File: src/rtl/fpu_pkg.sv
// Shared types and constants for the FPU command scheduler.
// Latency: n/a (declarations only).
// Backpressure: n/a.
package fpu_pkg;

  localparam int OP_W = 13;
  localparam logic [OP_W-1:0] LEGAL_OP_MASK = 13'h1FFC;
  localparam int TIMEOUT_CYCLES_DEF = 1024;

  typedef enum logic [1:0] {
    S_IDLE  = 2'd0,
    S_ISSUE = 2'd1,
    S_WAIT  = 2'd2,
    S_RESP  = 2'd3
  } state_t;

  // An op is legal when it selects exactly one datapath unit in [12:2].
  function automatic logic op_legal(input logic [OP_W-1:0] op);
    return ((op & ~LEGAL_OP_MASK) == '0) && $onehot(op);
  endfunction

endpackage

File: src/rtl/fpu_rr_arb2.sv
// Two-way round-robin grant; prio names the winner on a tie.
// Latency: combinational.
// Backpressure: none; gnt is zero when nobody requests.
// Ports: req[1:0], prio, gnt[1:0] (one-hot).
module fpu_rr_arb2 (
  input  logic [1:0] req,
  input  logic       prio,
  output logic [1:0] gnt
);

  always_comb begin
    gnt = req;
    if (req == 2'b11) begin
      gnt = prio ? 2'b10 : 2'b01;
    end
  end

endmodule

File: src/rtl/rvdffe.sv
// Enabled flop cell with synchronous active-high clear.
// Latency: 1 cycle from din to dout when en is high.
// Backpressure: none; en low holds the stored value.
// Ports: clk, rst (sync clear), en (load), din, dout.
module rvdffe #(
  parameter int WIDTH = 1
) (
  input  logic             clk,
  input  logic             rst,
  input  logic             en,
  input  logic [WIDTH-1:0] din,
  output logic [WIDTH-1:0] dout
);

  always_ff @(posedge clk) begin
    if (rst) begin
      dout <= '0;
    end else if (en) begin
      dout <= din;
    end
  end

endmodule

File: src/rtl/fpu_scheduler.sv
// Two-requester scheduler issuing one op at a time to a shared FPU datapath.
// Latency: accept -> rsp_valid in 3 cycles minimum (1 cycle for illegal ops).
// Backpressure: rsp_valid holds until rsp_ready of the granted requester; no new accept meanwhile.
// Ports: req_* command side, fpu_* datapath side, rsp_* response side; clk, rst (sync, active-high).
// Config: FPU_SCHED_TIMEOUT_EN enables the WAIT-state timeout of TIMEOUT_CYCLES cycles.
module fpu_scheduler
  import fpu_pkg::*;
#(
  parameter int TIMEOUT_CYCLES = TIMEOUT_CYCLES_DEF
) (
  input  logic        clk,
  input  logic        rst,
  input  logic [1:0]  req_valid,
  output logic [1:0]  req_ready,
  input  logic [25:0] req_op,
  input  logic [63:0] req_opa,
  input  logic [63:0] req_opb,
  input  logic [63:0] req_opc,
  input  logic [5:0]  req_frm,
  output logic [31:0] fpu_opa,
  output logic [31:0] fpu_opb,
  output logic [31:0] fpu_opc,
  output logic [2:0]  fpu_frm,
  output logic [12:0] fpu_op_valid,
  input  logic [12:0] fpu_valids,
  input  logic [31:0] fpu_result,
  input  logic [4:0]  fpu_exceptions,
  output logic [1:0]  rsp_valid,
  input  logic [1:0]  rsp_ready,
  output logic [31:0] rsp_result,
  output logic [4:0]  rsp_flags,
  output logic        rsp_err,
  output logic        rsp_timeout
);

  state_t            state_q, state_nxt;
  logic [1:0]        state_raw;
  logic              prio_q, grant_q;
  logic [1:0]        gnt;
  logic              accept, done, resp_done, tmo_hit, sel_legal;
  logic [OP_W-1:0]   sel_op, op_q;
  logic [31:0]       sel_opa, sel_opb, sel_opc, opa_q, opb_q, opc_q, result_q;
  logic [2:0]        sel_frm, frm_q;
  logic [4:0]        flags_q;
  logic              err_q;

  fpu_rr_arb2 u_arb (.req(req_valid), .prio(prio_q), .gnt(gnt));

  // Only the upper requester's grant bit is needed to pick its slice.
  assign sel_op    = gnt[1] ? req_op[25:13]  : req_op[12:0];
  assign sel_opa   = gnt[1] ? req_opa[63:32] : req_opa[31:0];
  assign sel_opb   = gnt[1] ? req_opb[63:32] : req_opb[31:0];
  assign sel_opc   = gnt[1] ? req_opc[63:32] : req_opc[31:0];
  assign sel_frm   = gnt[1] ? req_frm[5:3]   : req_frm[2:0];
  assign sel_legal = op_legal(sel_op);

  // rst gates accept so a reset cycle never looks like a handshake.
  assign accept    = (state_q == S_IDLE) && (|req_valid) && !rst;
  assign done      = (state_q == S_WAIT) && (|(fpu_valids & LEGAL_OP_MASK));
  assign resp_done = (state_q == S_RESP) && rsp_ready[grant_q];

  // State register
  rvdffe #(.WIDTH(2)) u_state_ff (.clk(clk), .rst(rst), .en(1'b1), .din(state_nxt), .dout(state_raw));
  assign state_q = state_t'(state_raw);

  // Next-state logic
  always_comb begin
    state_nxt = state_q;
    case (state_q)
      S_IDLE:  if (accept) state_nxt = sel_legal ? S_ISSUE : S_RESP;
      S_ISSUE: state_nxt = S_WAIT;
      S_WAIT:  if (done || tmo_hit) state_nxt = S_RESP;
      S_RESP:  if (resp_done) state_nxt = S_IDLE;
      default: state_nxt = S_IDLE;
    endcase
  end

  // Output logic
  always_comb begin
    req_ready    = accept ? gnt : 2'b00;
    fpu_op_valid = (state_q == S_ISSUE) ? op_q : '0;
    rsp_valid    = 2'b00;
    if (state_q == S_RESP) begin
      rsp_valid = grant_q ? 2'b10 : 2'b01;
    end
  end

  // Command capture
  rvdffe #(.WIDTH(1))    u_grant_ff (.clk(clk), .rst(rst), .en(accept), .din(gnt[1]),     .dout(grant_q));
  rvdffe #(.WIDTH(OP_W)) u_op_ff    (.clk(clk), .rst(rst), .en(accept), .din(sel_op),     .dout(op_q));
  rvdffe #(.WIDTH(32))   u_opa_ff   (.clk(clk), .rst(rst), .en(accept), .din(sel_opa),    .dout(opa_q));
  rvdffe #(.WIDTH(32))   u_opb_ff   (.clk(clk), .rst(rst), .en(accept), .din(sel_opb),    .dout(opb_q));
  rvdffe #(.WIDTH(32))   u_opc_ff   (.clk(clk), .rst(rst), .en(accept), .din(sel_opc),    .dout(opc_q));
  rvdffe #(.WIDTH(3))    u_frm_ff   (.clk(clk), .rst(rst), .en(accept), .din(sel_frm),    .dout(frm_q));
  rvdffe #(.WIDTH(1))    u_err_ff   (.clk(clk), .rst(rst), .en(accept), .din(!sel_legal), .dout(err_q));

  // Result is cleared on accept so error and timeout responses return zero.
  rvdffe #(.WIDTH(32)) u_res_ff (.clk(clk), .rst(rst), .en(accept || done),
                                 .din(done ? fpu_result : 32'd0), .dout(result_q));
  rvdffe #(.WIDTH(5))  u_flg_ff (.clk(clk), .rst(rst), .en(accept || done),
                                 .din(done ? fpu_exceptions : 5'd0), .dout(flags_q));

  // Winner of the finished op yields priority to the other requester.
  rvdffe #(.WIDTH(1)) u_prio_ff (.clk(clk), .rst(rst), .en(resp_done), .din(!grant_q), .dout(prio_q));

`ifdef FPU_SCHED_TIMEOUT_EN
  localparam int CNT_W = (TIMEOUT_CYCLES > 1) ? $clog2(TIMEOUT_CYCLES) : 1;
  logic [CNT_W-1:0] cnt_q, cnt_nxt;
  logic             tmo_q;

  // Counter holds the number of WAIT cycles already elapsed; ISSUE clears it.
  assign cnt_nxt = (state_q == S_ISSUE) ? '0 : cnt_q + CNT_W'(1);
  // A completion on the limit cycle takes precedence over the timeout.
  assign tmo_hit = (state_q == S_WAIT) && !done && (cnt_q == CNT_W'(TIMEOUT_CYCLES - 1));

  rvdffe #(.WIDTH(CNT_W)) u_cnt_ff (.clk(clk), .rst(rst),
                                    .en((state_q == S_ISSUE) || (state_q == S_WAIT)),
                                    .din(cnt_nxt), .dout(cnt_q));
  rvdffe #(.WIDTH(1)) u_tmo_ff (.clk(clk), .rst(rst), .en(accept || tmo_hit),
                                .din(tmo_hit), .dout(tmo_q));
  assign rsp_timeout = tmo_q;
`else
  logic unused_tmo_cfg;
  assign unused_tmo_cfg = (TIMEOUT_CYCLES > 0);
  assign tmo_hit        = 1'b0;
  assign rsp_timeout    = 1'b0;
`endif

  assign fpu_opa    = opa_q;
  assign fpu_opb    = opb_q;
  assign fpu_opc    = opc_q;
  assign fpu_frm    = frm_q;
  assign rsp_result = result_q;
  assign rsp_flags  = flags_q;
  assign rsp_err    = err_q;

endmodule

File: config.mk
export PLATFORM = sky130hd
export DESIGN_NAME = fpu_scheduler
export DESIGN_NICKNAME = d
export VERILOG_FILES = /design/src/rtl/fpu_pkg.sv /design/src/rtl/fpu_rr_arb2.sv /design/src/rtl/rvdffe.sv /design/src/rtl/fpu_scheduler.sv
export SDC_FILE = /design/constraint.sdc
export NUM_CORES = 1
export LEC_CHECK = 0
export ABC_AREA = 1
export CAP_MARGIN = 20
export CORE_AREA = 2 2 171 173
export DETAILED_ROUTE_END_ITERATION = 10
export DIE_AREA = 0 0 173 175
export PLACE_DENSITY_LB_ADDON = 0.1
export SYNTH_ARGS = -nofsm -noshare
export SYNTH_HDL_FRONTEND = slang
export SYNTH_SLANG_ARGS = --single-unit
File: constraint.sdc
create_clock -name clk -period 4.65 [get_ports clk]
set_input_delay 0.93 -clock clk [delete_from_list [all_inputs] [get_ports clk]]
set_output_delay 0.93 -clock clk [all_outputs]
set_load 0.1 [all_outputs]
Yosys cells after proc, flatten, opt, wreduce, memory -nomap -nowiden:

Index checks and enable logic that the tools add are counted.

* register bits: 154
* latch bits: 0
* bits in writable memories: 0
* bits in read-only memories: 0
* input port bits: 280
* logic and storage cells: 66
* memories: 0

* add/sub/neg operators: 12
* multiply operators: 0
* divide/modulo/power cells: 0
* magnitude comparators: 1
* equality and inequality tests: 8
* shift-type cells: 0
* mux-type cells: 20
* bitwise gates (word level): 0
* reduce and logical (&&, ||, !) cells: 14

Operators with widths (number)
* 32-bit two-way mux: 4
* 13-bit two-way mux: 2
* 2-bit two-way mux: 9
* 13-bit logical NOT: 1
* 1-bit by 1-bit adder with 2-bit output: 6
* 11-bit OR reduction: 1
* 2-bit by 2-bit adder with 3-bit output: 3
* 2-bit one-hot mux with 4 select lines: 1
* 2-bit equality test, second input constant: 3
* 2-bit inequality test, second input constant: 3
* 1-bit logical AND: 5
* 5-bit two-way mux: 1
* 3-bit by 1-bit adder with 4-bit output: 1
* 3-bit by 3-bit adder with 4-bit output: 1
* 4-bit adder: 1
* 4-bit by 1-bit equality test with 1-bit output, second input constant: 1
* 1-bit logical NOT: 3
* 3-bit two-way mux: 1
* 3-bit AND reduction: 1
* 2-bit by 1-bit equality test with 1-bit output, second input constant: 1
* 2-bit logical NOT: 1
* 1-bit by 2-bit less-than comparator with 1-bit output, second input constant: 1
* 1-bit two-way mux: 2
* 2-bit OR reduction: 1
* 1-bit logical OR: 1

Longest topological paths before layout:

* word-level depth: 12
* gate-level depth with buffers: 21
* depth with buffers taken out: 20

Modules after synthesis:

From an unflattened synthesis, not the netlist that was laid out.

* cells, all modules: 1526
* area, all modules: 8777.2 µm²

By module, submodules not included
* rvdffe at u_opa_ff ...: instances 4, cells each 203, area each 1338.8 µm², sequential area each 640.6 µm²
* fpu_scheduler: instances 1, cells each 541, area each 2306.0 µm², sequential area each 0.0 µm²
* rvdffe at u_op_ff: instances 1, cells each 83, area each 549.3 µm², sequential area each 260.2 µm²
* rvdffe at u_flg_ff: instances 1, cells each 32, area each 209.0 µm², sequential area each 100.1 µm²
* rvdffe at u_err_ff ...: instances 3, cells each 7, area each 45.0 µm², sequential area each 20.0 µm²
* rvdffe at u_frm_ff: instances 1, cells each 19, area each 120.1 µm², sequential area each 60.1 µm²
* rvdffe at u_state_ff: instances 1, cells each 13, area each 81.3 µm², sequential area each 40.0 µm²
* fpu_rr_arb2: instances 1, cells each 5, area each 21.3 µm², sequential area each 0.0 µm²

Worst setup path before layout:

No wires, ideal clock.

* path kind: input to register
* from: input req_valid[0]
* to: register u_state_ff.dout[1]
* setup time: 0.064 ns
* data arrival time: 4.837 ns
* setup slack: -0.250 ns
* cell stages on the path: 20
* path buffers: 1
* cell sequence: inv_2 > o21ai_2 > inv_1 > buf_2 > o21ai_0 > fa_1 > fa_1 > fa_1 > fa_1 > inv_1 > fa_1 > inv_1 > fa_1 > nand2_1 > nor2_1 > nand3_1 > nand2_1 > nand2_1 > nor2_1 > nor2_1

* word-level cells in the longest chain between the ends: 12
* elaborated cells on any way between the ends: 26
* classes of those cells: 12 x add/sub; 3 x eq/ne; 5 x mux; 6 x reduce/logical

RTL lines
* start: declaration: RTL line fpu_scheduler.sv:13 `input logic [1:0] req_valid,`
* 2-bit equality test: RTL line fpu_rr_arb2.sv:13 `if (req == 2'b11) begin`
* 2-bit two-way mux: RTL line fpu_rr_arb2.sv:13
* 13-bit two-way mux: RTL line fpu_scheduler.sv:50 `assign sel_op = gnt[1] ? req_op[25:13] : req_op[12:0];`
* 1-bit by 1-bit adder with 2-bit output (not written as such): RTL line fpu_pkg.sv:19 `return ((op & ~LEGAL_OP_MASK) == '0) && $onehot(op);`
* 2-bit by 2-bit adder with 3-bit output (not written as such): RTL line fpu_pkg.sv:19
* 3-bit by 3-bit adder with 4-bit output (not written as such) / 3-bit by 1-bit adder with 4-bit output (equally long branches): RTL line fpu_pkg.sv:19
* 4-bit adder (not written as such): RTL line fpu_pkg.sv:19
* 4-bit by 1-bit equality test with 1-bit output: RTL line fpu_pkg.sv:19
* 1-bit logical AND: RTL line fpu_pkg.sv:19
* 2-bit two-way mux (2 in series): RTL line fpu_scheduler.sv:70 `S_IDLE: if (accept) state_nxt = sel_legal ? S_ISSUE : S_RESP;`
* 2-bit one-hot mux with 4 select lines: RTL line fpu_scheduler.sv:69 `case (state_q)`
* end signal: assignment: RTL line rvdffe.sv:19 `dout <= din;`
* end: declaration: RTL line rvdffe.sv:12 `output logic [WIDTH-1:0] dout`

Parallel ways exist; a longest one is shown, timed or not. The select of a mux whose other input is x is not followed.
A chain may end at the register's enable or synchronous reset.

Worst setup path after layout:

* from: input req_op[13]
* to: register u_state_ff.dout[1]

* word-level cells in the longest chain between the ends: 10
* elaborated cells on any way between the ends: 11
* classes of those cells: 4 x add/sub; 1 x eq/ne; 4 x mux; 2 x reduce/logical

RTL lines
* start: declaration: RTL line fpu_scheduler.sv:15 `input logic [25:0] req_op,`
* 13-bit two-way mux (*): RTL line fpu_scheduler.sv:50
* 1-bit by 1-bit adder with 2-bit output (not written as such): RTL line fpu_pkg.sv:19
* 2-bit by 2-bit adder with 3-bit output (not written as such): RTL line fpu_pkg.sv:19
* 3-bit by 3-bit adder with 4-bit output (not written as such): RTL line fpu_pkg.sv:19
* 4-bit adder (not written as such): RTL line fpu_pkg.sv:19
* 4-bit by 1-bit equality test with 1-bit output: RTL line fpu_pkg.sv:19
* 1-bit logical AND (*): RTL line fpu_pkg.sv:19
* 2-bit two-way mux (*) (2 in series): RTL line fpu_scheduler.sv:70
* 2-bit one-hot mux with 4 select lines (*): RTL line fpu_scheduler.sv:69

Mark *: on every way between the ends. The rest lies on a longest branch, timed or not. The select of a mux whose other input is x is not followed.

==> flow_summary_export.csv <==
group,metric,value,unit
setup_path,cp_common_cell,"fa_1",
sta,rsz0062_at_grt,"true",
sta,period_needed,4.68,ns
setup_path,slowest_stage,"fa_1",
synth,seq_area_frac_synth,44.7,%
synth,synthArstFlopShare,0,%
synth,syn_avg_cell_area,7.54,um2
die,start_util,24.3,%
synth,ys.flop_type,"dfxtp_1",
power,clkPwrFrac,17.7,%
sta,slew_violations,0,
route,via_per_inst,4.66,
die,ios,435,
route,ant_nets,0,
clocking,clock-root-buffer,"clkbuf_16",
layout,fin_area,12200,um2
power,pwr-share-comb,59.0,%
clocking,cts.sinks,154,
route,drc,0,
clocking,cts_tree,"built",
job,drv_cap,0,
placed_design,io_buffer_count,431,
power,ir_drop,0.276,mV
setup_path,regToRegSetupSlack,0.22,ns
sta,max_freq,214,MHz
clocking,numCtsBuffers,17,
sta,slew_headroom,28.0,%
grt,gr-total-overflow,0,
route,drt-initial-drc-count,404,
clocking,clk_latency,0.43,ns
layout,nets,1610,
placed_design,dp.final_hpwl,21600,um
grt,grt_pass1_wl,47000,um
placed_design,dpl_cell_area,11500,um2
placed_design,dp_slack,-0.939,ns
sta,skew,0.0155,ns
power,p_sw,4430,uW
power,switching_share,54.7,%
power,seqPwrFrac,23.3,%
clocking,cts_max_level,4,
power,power,8090,uW
sta,hold_viol,0,
synth,synth_cell_types,24,
synth,yosys.area.top_type,"dfxtp_1",
sta,tightestPinTransition,1.08,ns
setup_path,cp-end-kind,"flop",
die,coreArea,28400,um2
synth,synthTopCellsByArea,"dfxtp_1, nand3_1, o21ai_1, o21ai_0, nor2_1",
layout,areaGrowthSynthToFinish,77.6,%
die,die_w,173,um
layout,layout-drive-gt1-share,7.91,%
route,num_vias,7984,
clocking,ctsHoldBuffers,0,
setup_path,critPathKind,"input port to flop",
outcome,outcome,"finished with violations",
synth,synth.most_common_cell,"nand3_1",
hold_path,hold_path.class,"flop to flop",
grt,grt_pass1_vias,7896,
sta,worst_slack,-0.0312,ns
clocking,clk_pin_slew,0.06,ns
setup_path,arrival,5.04,ns
setup_path,max_stage_delay,0.57,ns
layout,post-route-util,43.1,%
sta,hold_slack,0.473,ns
grt,grt_max_degree,72,
die,fp.dieH,175,um
route,drt-pass1-iter-count,5,
setup_path,crit_fanout,2,
synth,synth_nets,1210,
grt,gr-usage-all-layers,19.8,%
synth,synth_seq_cells,154,
synth,syn_area,6890,um2
power,power_density,661,nW/um2
sta,fin_crit_sh,101,%
synth,synth_top_area_share,44.7,%
setup_path,path_cells,"clkdlybuf4s50_1, or2_2, o21ai_4, fa_1, fa_1, fa_1, fa_1, inv_2, fa_2, inv_2, fa_2, nand2_2, nor2_2, nand3_2, nand2_1, nand2_1, nor2_1, nor2_1",
outcome,violations,"setup timing",
setup_path,startpoint_type,"input port",
power,p_int,3660,uW
sta,setup-violations-final,1,
synth,synth_common_cells,"nand3_1, dfxtp_1, o21ai_1",
die,rows,62,
synth,yosysWarnings,0,
die,die-area,30300,um2
clocking,clock_path_buffers,2,
route,wl,30800,um
synth,synth-edff-count,0,
route,routedWlPerCell,17.9,um
grt,grt_antenna_before_repair,3,
power,leakage,0.00454,uW
placed_design,gp_congestion,0.839,
setup_path,worstPathRequired,5.01,ns
synth,netlist_instances,914,
-- worst max-delay path, delay by kind of cell --
family	cells	cell delay, ns
AO/OA/AOI/OAI	1	0.08
AND/OR/NAND/NOR	8	0.71
adder cells (fa/ha/maj)	6	2.82
buffers and inverters	3	0.49
-- placed cells by master, fill, tap and decap left out, types with 9 or more instances in the layout --
cell / Yosys / layout
nand3_1: 188 / 187
nand2_1: 43 / 41
o21ai_0: 93 / 87
nor2_1: 114 / 113
clkbuf_16: 0 / 17
or2_2: 13 / 9
clkdlybuf4s50_1: 0 / 424
inv_1: 30 / 27
o21ai_1: 130 / 130
buf_4: 9 / 32
dfxtp_1: 154 / 154
a21oi_1: 41 / 41
-- through the flow --
stage	setup TNS, ns	cells
2_1_floorplan	-0.106	914
3_3_place_gp	-1.80	1675
3_5_place_dp	-1.76	1675
4_1_cts	-0.0843	1709
5_1_grt	-0.182	1712
6_report	-0.0312	1714
-- what timing repair did --
item	4_1_cts	5_1_grt
buffers inserted	1	3
pin swaps	15	18
gates cloned	1	0
resized for setup	15	11
setup endpoints to repair	2	2
-- flip-flops by register name, summed over array words and instances, names as in the netlist --
name	cells
u_grant_ff.dout	1
u_err_ff.dout	1
u_opb_ff.dout	32
u_frm_ff.dout	3
u_flg_ff.dout	5
u_prio_ff.dout	1
u_res_ff.dout	32
u_opa_ff.dout	32
u_opc_ff.dout	32
u_op_ff.dout	13
u_state_ff.dout	2
-- cell families (layout without fill, tap and decap cells) --
| family | Yosys count | count (layout) | share of synthesized area, % |
|---|---|---|---|
| buf+inv | 114 | 526 | 8.12 |
| simple gates | 362 | 362 | 23.8 |
| other cells | 1 | 4 | 0.0544 |
| flops | 154 | 154 | 44.7 |
| fa+ha+maj | 16 | 16 | 3.78 |
| compound gates | 267 | 268 | 19.5 |
-- power by group through the flow --
stage          Combinational (uW)  Sequential [uW]  Clock [uW]
2_1_floorplan                1190             4210           0
3_3_place_gp                 4780             1900           0
3_5_place_dp                 4780             1910           0
4_1_cts                      4800             1890        1480
5_1_grt                      5020             1940        1530
6_report                     4780             1880        1430
-- final cells by class --
| type | count | area, um2 |
|---|---|---|
| Fill cell | 2922 | 16200 |
| Timing Repair Buffer | 461 | 4570 |
| Multi-Input combinational cell | 647 | 3360 |
| Sequential cell | 154 | 3080 |
| Tap cell | 384 | 480 |
| Clock buffer | 18 | 439 |
| Clock inverter | 14 | 148 |
| Inverter | 33 | 144 |
| Antenna cell | 3 | 7.51 |
-- routing by layer --
metal  up-vias  global-route usage (%)  share of wire (%)
met3        28                    6.90                8.4
met1      3683                    23.4                 41
li1       3934                       -                  -
met4         0                    5.83                1.8
met2       339                    33.8                 48
met5         -                       0                  0
-- final timing paths --
path,from,to,cells past startpoint
worst max-delay path,req_op[13],u_state_ff.dout[1],18
worst min-delay path,u_op_ff.dout[2],u_op_ff.dout[2],2
worst max register to register,u_prio_ff.dout,u_state_ff.dout[1],18
worst min register to register,u_op_ff.dout[2],u_op_ff.dout[2],2
No activity file was read; power rests on OpenSTA's default activity.
